## src/rtl/cache_ctrl.sv

```systemverilog
// Cache controller: tag/valid/dirty flops, hit path, dirty-victim
// writeback and 8-beat refill for a 4-way, 16-set, 64 B-line cache.
// Ports:
//   clk, rst              clock, async active-high reset
//   req_* / resp_*        CPU request (valid/ready) and response pulse
//   mem_rd_*              refill request + 8 incoming beats
//   mem_wr_*              writeback beats (valid/ready, last on beat 7)
//   sram_*                drives the cache_sram data array
module cache_ctrl #(
   parameter logic [7:0] LFSR_SEED = 8'hA5
) (
   input  logic        clk,
   input  logic        rst,
   input  logic        req_valid,
   output logic        req_ready,
   input  logic [31:0] req_addr,
   input  logic        req_wen,
   input  logic [63:0] req_wdata,
   input  logic [7:0]  req_wstrb,
   output logic        resp_valid,
   output logic [63:0] resp_rdata,
   output logic        mem_rd_req,
   input  logic        mem_rd_ack,
   output logic [31:0] mem_rd_addr,
   input  logic        mem_rd_valid,
   input  logic [63:0] mem_rd_data,
   output logic        mem_wr_valid,
   input  logic        mem_wr_ready,
   output logic [31:0] mem_wr_addr,
   output logic [63:0] mem_wr_data,
   output logic        mem_wr_last,
   output logic [1:0]  sram_way,
   output logic [3:0]  sram_index,
   output logic [5:0]  sram_offset,
   output logic [5:0]  sram_offset_r,
   output logic        sram_r_en,
   output logic        sram_w_en,
   output logic [63:0] sram_w_data,
   output logic [7:0]  sram_w_strb,
   input  logic [63:0] sram_r_data
);

   typedef enum logic [2:0] {
      S_IDLE,
      S_LOOKUP,
      S_RESP,
      S_WB_RD,
      S_WB_CAP,
      S_WB_SEND,
      S_RF_REQ,
      S_RF
   } state_t;

   state_t state_q, state_d;

   // Byte-within-beat bits are never needed
   logic [31:3] addr_q, addr_d;
   logic        wen_q, wen_d;
   logic [63:0] wdata_q, wdata_d;
   logic [7:0]  wstrb_q, wstrb_d;

   logic [3:0][15:0][21:0] tag_q, tag_d;
   logic [3:0][15:0]       valid_q, valid_d;
   logic [3:0][15:0]       dirty_q, dirty_d;

   logic [1:0]  way_q, way_d;
   logic [2:0]  cnt_q, cnt_d;
   logic [7:0]  lfsr_q, lfsr_d;
   logic [63:0] wb_buf_q, wb_buf_d;
   logic        last_q, last_d;
   logic [5:0]  offset_r_q, offset_r_d;

   logic [3:0]  idx;
   logic [21:0] req_tag;
   logic        hit;
   logic [1:0]  hit_way;
   logic [1:0]  vic_way;
   logic        unused_lsb;

   assign unused_lsb = ^req_addr[2:0];

   assign idx     = addr_q[9:6];
   assign req_tag = addr_q[31:10];

   assign mem_wr_last   = last_q;
   assign sram_offset_r = offset_r_q;

   // Tags are unique within a set, so at most one way matches
   always_comb begin
      hit     = 1'b0;
      hit_way = 2'd0;
      for (int w = 0; w < 4; w++) begin
         if (valid_q[w[1:0]][idx] &&
             tag_q[w[1:0]][idx] == req_tag) begin
            hit     = 1'b1;
            hit_way = w[1:0];
         end
      end
   end

   // Lowest invalid way wins; a full set falls back to the LFSR
   always_comb begin
      vic_way = lfsr_q[1:0];
      for (int w = 3; w >= 0; w--) begin
         if (!valid_q[w[1:0]][idx]) begin
            vic_way = w[1:0];
         end
      end
   end

   always_comb begin
      state_d  = state_q;
      addr_d   = addr_q;
      wen_d    = wen_q;
      wdata_d  = wdata_q;
      wstrb_d  = wstrb_q;
      tag_d    = tag_q;
      valid_d  = valid_q;
      dirty_d  = dirty_q;
      way_d    = way_q;
      cnt_d    = cnt_q;
      wb_buf_d = wb_buf_q;
      last_d   = last_q;
      lfsr_d   = {lfsr_q[6:0],
                  lfsr_q[7] ^ lfsr_q[5] ^
                  lfsr_q[4] ^ lfsr_q[3]};

      req_ready    = 1'b0;
      resp_valid   = 1'b0;
      resp_rdata   = 64'd0;
      mem_rd_req   = 1'b0;
      mem_rd_addr  = 32'd0;
      mem_wr_valid = 1'b0;
      mem_wr_addr  = 32'd0;
      mem_wr_data  = 64'd0;
      sram_way     = 2'd0;
      sram_index   = 4'd0;
      sram_offset  = 6'd0;
      sram_r_en    = 1'b0;
      sram_w_en    = 1'b0;
      sram_w_data  = 64'd0;
      sram_w_strb  = 8'd0;

      unique case (state_q)
         S_IDLE: begin
            req_ready = 1'b1;
            if (req_valid) begin
               addr_d  = req_addr[31:3];
               wen_d   = req_wen;
               wdata_d = req_wdata;
               wstrb_d = req_wstrb;
               state_d = S_LOOKUP;
            end
         end

         S_LOOKUP: begin
            sram_index  = idx;
            sram_offset = {addr_q[5:3], 3'b000};
            if (hit) begin
               sram_way = hit_way;
               if (wen_q) begin
                  sram_w_en   = 1'b1;
                  sram_w_data = wdata_q;
                  sram_w_strb = wstrb_q;
                  dirty_d[hit_way][idx] = 1'b1;
               end else begin
                  sram_r_en = 1'b1;
               end
               state_d = S_RESP;
            end else begin
               way_d = vic_way;
               cnt_d = 3'd0;
               if (valid_q[vic_way][idx] &&
                   dirty_q[vic_way][idx]) begin
                  state_d = S_WB_RD;
               end else begin
                  state_d = S_RF_REQ;
               end
            end
         end

         S_RESP: begin
            resp_valid = 1'b1;
            resp_rdata = wen_q ? 64'd0 : sram_r_data;
            state_d    = S_IDLE;
         end

         S_WB_RD: begin
            sram_r_en   = 1'b1;
            sram_way    = way_q;
            sram_index  = idx;
            sram_offset = {cnt_q, 3'b000};
            state_d     = S_WB_CAP;
         end

         S_WB_CAP: begin
            wb_buf_d = sram_r_data;
            last_d   = (cnt_q == 3'd7);
            state_d  = S_WB_SEND;
         end

         S_WB_SEND: begin
            mem_wr_valid = 1'b1;
            // Victim tag is untouched until refill, so address holds
            mem_wr_addr  = {tag_q[way_q][idx], idx, 6'd0};
            mem_wr_data  = wb_buf_q;
            if (mem_wr_ready) begin
               last_d = 1'b0;
               if (last_q) begin
                  cnt_d   = 3'd0;
                  state_d = S_RF_REQ;
               end else begin
                  cnt_d   = cnt_q + 3'd1;
                  state_d = S_WB_RD;
               end
            end
         end

         S_RF_REQ: begin
            mem_rd_req  = 1'b1;
            mem_rd_addr = {addr_q[31:6], 6'd0};
            if (mem_rd_ack) begin
               valid_d[way_q][idx] = 1'b0;
               dirty_d[way_q][idx] = 1'b0;
               cnt_d   = 3'd0;
               state_d = S_RF;
            end
         end

         S_RF: begin
            sram_way    = way_q;
            sram_index  = idx;
            sram_offset = {cnt_q, 3'b000};
            if (mem_rd_valid) begin
               sram_w_en   = 1'b1;
               sram_w_data = mem_rd_data;
               sram_w_strb = 8'hFF;
               cnt_d       = cnt_q + 3'd1;
               if (cnt_q == 3'd7) begin
                  tag_d[way_q][idx]   = req_tag;
                  valid_d[way_q][idx] = 1'b1;
                  dirty_d[way_q][idx] = 1'b0;
                  state_d = S_LOOKUP;
               end
            end
         end

         default: begin
            state_d = S_IDLE;
         end
      endcase
   end

   assign offset_r_d = sram_offset;

   always_ff @(posedge clk or posedge rst) begin
      if (rst) begin
         state_q    <= S_IDLE;
         addr_q     <= '0;
         wen_q      <= 1'b0;
         wdata_q    <= 64'd0;
         wstrb_q    <= 8'd0;
         tag_q      <= '0;
         valid_q    <= '0;
         dirty_q    <= '0;
         way_q      <= 2'd0;
         cnt_q      <= 3'd0;
         lfsr_q     <= LFSR_SEED;
         wb_buf_q   <= 64'd0;
         last_q     <= 1'b0;
         offset_r_q <= 6'd0;
      end else begin
         state_q    <= state_d;
         addr_q     <= addr_d;
         wen_q      <= wen_d;
         wdata_q    <= wdata_d;
         wstrb_q    <= wstrb_d;
         tag_q      <= tag_d;
         valid_q    <= valid_d;
         dirty_q    <= dirty_d;
         way_q      <= way_d;
         cnt_q      <= cnt_d;
         lfsr_q     <= lfsr_d;
         wb_buf_q   <= wb_buf_d;
         last_q     <= last_d;
         offset_r_q <= offset_r_d;
      end
   end

endmodule
```

## config.mk

```make
export PLATFORM = sky130hd
export DESIGN_NAME = cache_ctrl
export DESIGN_NICKNAME = d
export VERILOG_FILES = /design/src/rtl/cache_ctrl.sv
export SDC_FILE = /design/constraint.sdc
export NUM_CORES = 2
export LEC_CHECK = 0
export BUFFER_PORTS_ARGS = -buffer_cell sky130_fd_sc_hd__buf_4
export CORE_MARGIN = 1
export CORE_UTILIZATION = 55
export DETAILED_ROUTE_END_ITERATION = 16
export PLACE_DENSITY = 0.83
export SETUP_SLACK_MARGIN = 0.1
export SLEW_MARGIN = 20
export SYNTH_ARGS = -nofsm -noshare
export SYNTH_HDL_FRONTEND = slang
export SYNTH_SLANG_ARGS = --single-unit
```

## constraint.sdc

```tcl
create_clock -name clk -period 67.7 [get_ports clk]
set_input_delay 6.77 -clock clk [delete_from_list [all_inputs] [get_ports clk]]
set_output_delay 6.77 -clock clk [all_outputs]
set_load 0.02 [all_outputs]
```

==> flow_summary.yaml <==
setup_path:
  worstPathRequired_ns: 60.93
  r2r_slack_ns: 59.63
  worstSetupEndpointType: "primary output"
  cp_max_fo: 102
  r2r_end: "dirty_q[11]$_DFFE_PP0P_"
  start_kind: "register"
  reg2reg_depth: 13
  crit_arrival_ns: 9.26
  rr_startpoint: "addr_q[6]$_DFFE_PP0P_"
  path_class: "register to primary output"
timing:
  slew_headroom: 0.154
  finalSetupViolations: 0
  fin_setup_tns_ns: 0
  min_period_ns: 16.03
  slew_viol_final: 0
  finClkSkew_ns: 0.0318
  rsz0062_at_grt: "false"
  timing.hold.ws_ns: 0.353
  period_share: 0.237
  tightest_slew_ns: 1.26
  hold_viol_final: 0
  fmax_ghz: 0.0624
logic_synthesis:
  synthArstFlopShare: 1.00
  synthDistinctLibCells: 63
  yosysWarnings: 0
  netlist_area_mm2: 0.0815
  syn-mean-instance-area_um2: 14.5
  seq_area_frac_synth: 0.529
  synthFlopType: "dfrtp_1"
  synthCells: 5623
  synth_edf_count: 0
  synth-seq-cells: 1722
placement:
  post-dp-hpwl_um: 159000
  gp_congestion: 1.02
  io_buffers: 506
drt:
  drcViolationCount: 0
  routedWlPerCell_um: 31.6
  antenna_left: 0
  viasPerCell: 6.61
  dr.pass1.iters: 6
  wl_um: 251000
  drt_iter0_markers: 5429
  routed-via-count: 52700
min_path:
  hp-start: "lfsr_q[6]$_DFF_PP0_"
  hold_class: "register to register"
  worstHoldEndpoint: "lfsr_q[7]$_DFF_PP1_"
  whs_path_depth: 0
clock_tree:
  clockBufferDepth: 3
  cts_tree: "done"
  cts_setup_buffers: 0
  ctsResizeCount: 0
  cts_buffers: 174
  clkSinkCount: 1722
  htree_levels: 4
  cts.clk_slew.worst_paths_ns: 0.06
  cts-root-buf: "clkbuf_16"
  worstSkewPairLatency_ns: 0.82
  postCtsHoldBufs: 0
pwr:
  combPwrFrac: 0.293
  vdd_ir_drop_max_v: 0.0000250
  p_per_area_mw_per_mm2: 33.1
  power.internal_mw: 1.96
  p_clk_frac: 0.321
  switching_share: 0.358
  p_leak_nw: 44.8
  seq_power_share: 0.387
  power.switching_mw: 1.10
flow_run:
  drv_cap: 0
cells_and_area:
  final-seq-area_mm2: 0.0431
  drive_gt1_frac: 0.513
  fillCellCount: 10500
  final_common_cell: "dfrtp_1"
  finalNetCount: 6116
  layout_common_cells: "1691 x dfrtp_1, 1593 x mux2_2, 636 x buf_4"
  synthToLayoutAreaGrowth_pct: 13.4
  multi_input_area_mm2: 0.0360
floorplan:
  die_x_um: 387
  core_area_mm2: 0.146
  start_util: 0.557
  die_h_um: 387
  die_area_mm2: 0.150
  ios: 528
  rows: 140
grt:
  antenna_found_initial: 49
  grt_max_degree: 188
  overflow: 0
  track_usage: 0.338
  grt_pass1_vias: 54100
  grt_pass1_wl_um: 371000
status:
  status: "finished, final reports clean"
[how the worst max path moves through the flow]
| stage | end | slack [ns] | startpoint | cells past startpoint |
|---|---|---|---|---|
| after global routing | sram_w_data[5] | 51.22 | addr_q[6]$_DFFE_PP0P_ | 14 |
| after global placement | sram_w_data[14] | 52.22 | mem_rd_valid | 6 |
| after detailed placement | sram_w_data[14] | 52.21 | mem_rd_valid | 6 |
| after floorplan | asynchronous set/reset pin | 12.33 | rst | 1 |
| after CTS | sram_w_data[14] | 51.74 | addr_q[6]$_DFFE_PP0P_ | 14 |
| final | sram_w_data[5] | 51.67 | addr_q[6]$_DFFE_PP0P_ | 14 |
[power groups by stage]
stage	Sequential, mW	Clock (mW)	Combinational [mW]
2_1_floorplan	1.14	0	0.626
3_3_place_gp	1.20	0	0.864
3_5_place_dp	1.20	0	0.876
4_1_cts	1.18	0.989	0.880
5_1_grt	1.19	1.03	0.938
6_report	1.18	0.981	0.896
[through the flow]
stage	power [mW]	utilization	instances	cell area, um^2	worst slack (ns)
3_5_place_dp	2.07	0.591	7615	86500	52.21
4_1_cts	3.05	0.631	7933	92300	51.74
2_1_floorplan	1.76	-	5640	81600	12.33
6_report	3.06	0.631	7963	92500	51.67
5_1_grt	3.16	0.631	7956	92400	51.22
3_3_place_gp	2.06	0.591	7615	86500	52.22
[sequential cells by signal, indices dropped and copies added (netlist names), 2 cells and up, named ones only]
| signal | count |
|---|---|
| addr_q | 29 |
| cnt_q | 3 |
| dirty_q | 64 |
| lfsr_q | 8 |
| sram_offset_r | 3 |
| state_q | 3 |
| tag_q | 1408 |
| way_q | 2 |
| wb_buf_q | 64 |
| wdata_q | 64 |
| wstrb_q | 8 |
[worst max-delay path: stages, from the launching register on]
cell      delay [ns]
dfrtp_4         0.97
buf_12          0.48
buf_12          0.70
buf_4           0.85
mux4_2          0.59
mux4_2          0.50
xor2_1          0.17
nor4_1          0.67
o211ai_1        0.37
or4_1           0.68
nand4_1         0.25
and2b_2         0.20
buf_4           0.72
a22o_1          0.69
buf_4           0.26
[Yosys cell counts, types with 9 or more instances]
library cell / instances / area (um^2)
mux2i_1: 62 / 621
a31oi_1: 14 / 87.6
nand4_1: 15 / 93.8
nor4_1: 10 / 62.6
a211oi_1: 18 / 135
buf_6: 13 / 146
a21o_1: 9 / 67.6
a32o_1: 10 / 100
nor2_1: 63 / 236
a21oi_1: 39 / 195
or3_1: 12 / 75.1
clkbuf_1: 349 / 1310
o21ai_0: 135 / 676
buf_1: 123 / 462
xor2_1: 36 / 315
mux4_2: 463 / 10400
o21ai_2: 10 / 87.6
nand2_1: 344 / 1290
buf_4: 51 / 383
nand3_1: 10 / 50.1
a31o_2: 12 / 105
o31ai_1: 15 / 113
dfrtp_1: 1718 / 43000
and2_1: 39 / 244
nor3_1: 29 / 145
a22o_1: 65 / 569
nor2b_1: 9 / 56.3
xnor2_1: 54 / 473
buf_2: 53 / 265
and3_1: 138 / 863
mux2_2: 1593 / 17900
a22oi_1: 12 / 90.1
o32ai_1: 10 / 87.6
inv_1: 13 / 48.8
a311oi_1: 10 / 87.6
[cell families after synthesis]
kind of cell / after synthesis / share of synthesized area
compound gates: 391 / 0.0326
xor+xnor: 90 / 0.00967
fa+ha+maj: 2 / 0.000307
buf+inv: 604 / 0.0322
flops: 1722 / 0.529
mux: 2119 / 0.356
other cells: 1 / 0.0000460
simple gates: 694 / 0.0406
[cell type report]
| type | instances | area share |
|---|---|---|
| diodes | 29 | 0.000785 |
| clock buffers | 262 | 0.0556 |
| clock inverters | 56 | 0.00720 |
| inverters | 15 | 0.000690 |
| multi-input cells | 3314 | 0.389 |
| flip-flops and latches | 1722 | 0.467 |
| well taps | 1917 | 0.0259 |
| repair buffers | 648 | 0.0540 |
[metal layers]
| metal | vias up | GRT usage | routed length, um |
|---|---|---|---|
| met5 | - | 0 | 107 |
| met4 | 18 | 0.192 | 16100 |
| li1 | 21200 | - | - |
| met2 | 2770 | 0.506 | 114000 |
| met3 | 719 | 0.103 | 26000 |
| met1 | 27900 | 0.439 | 94800 |
Power figures use the tool's default switching activity.
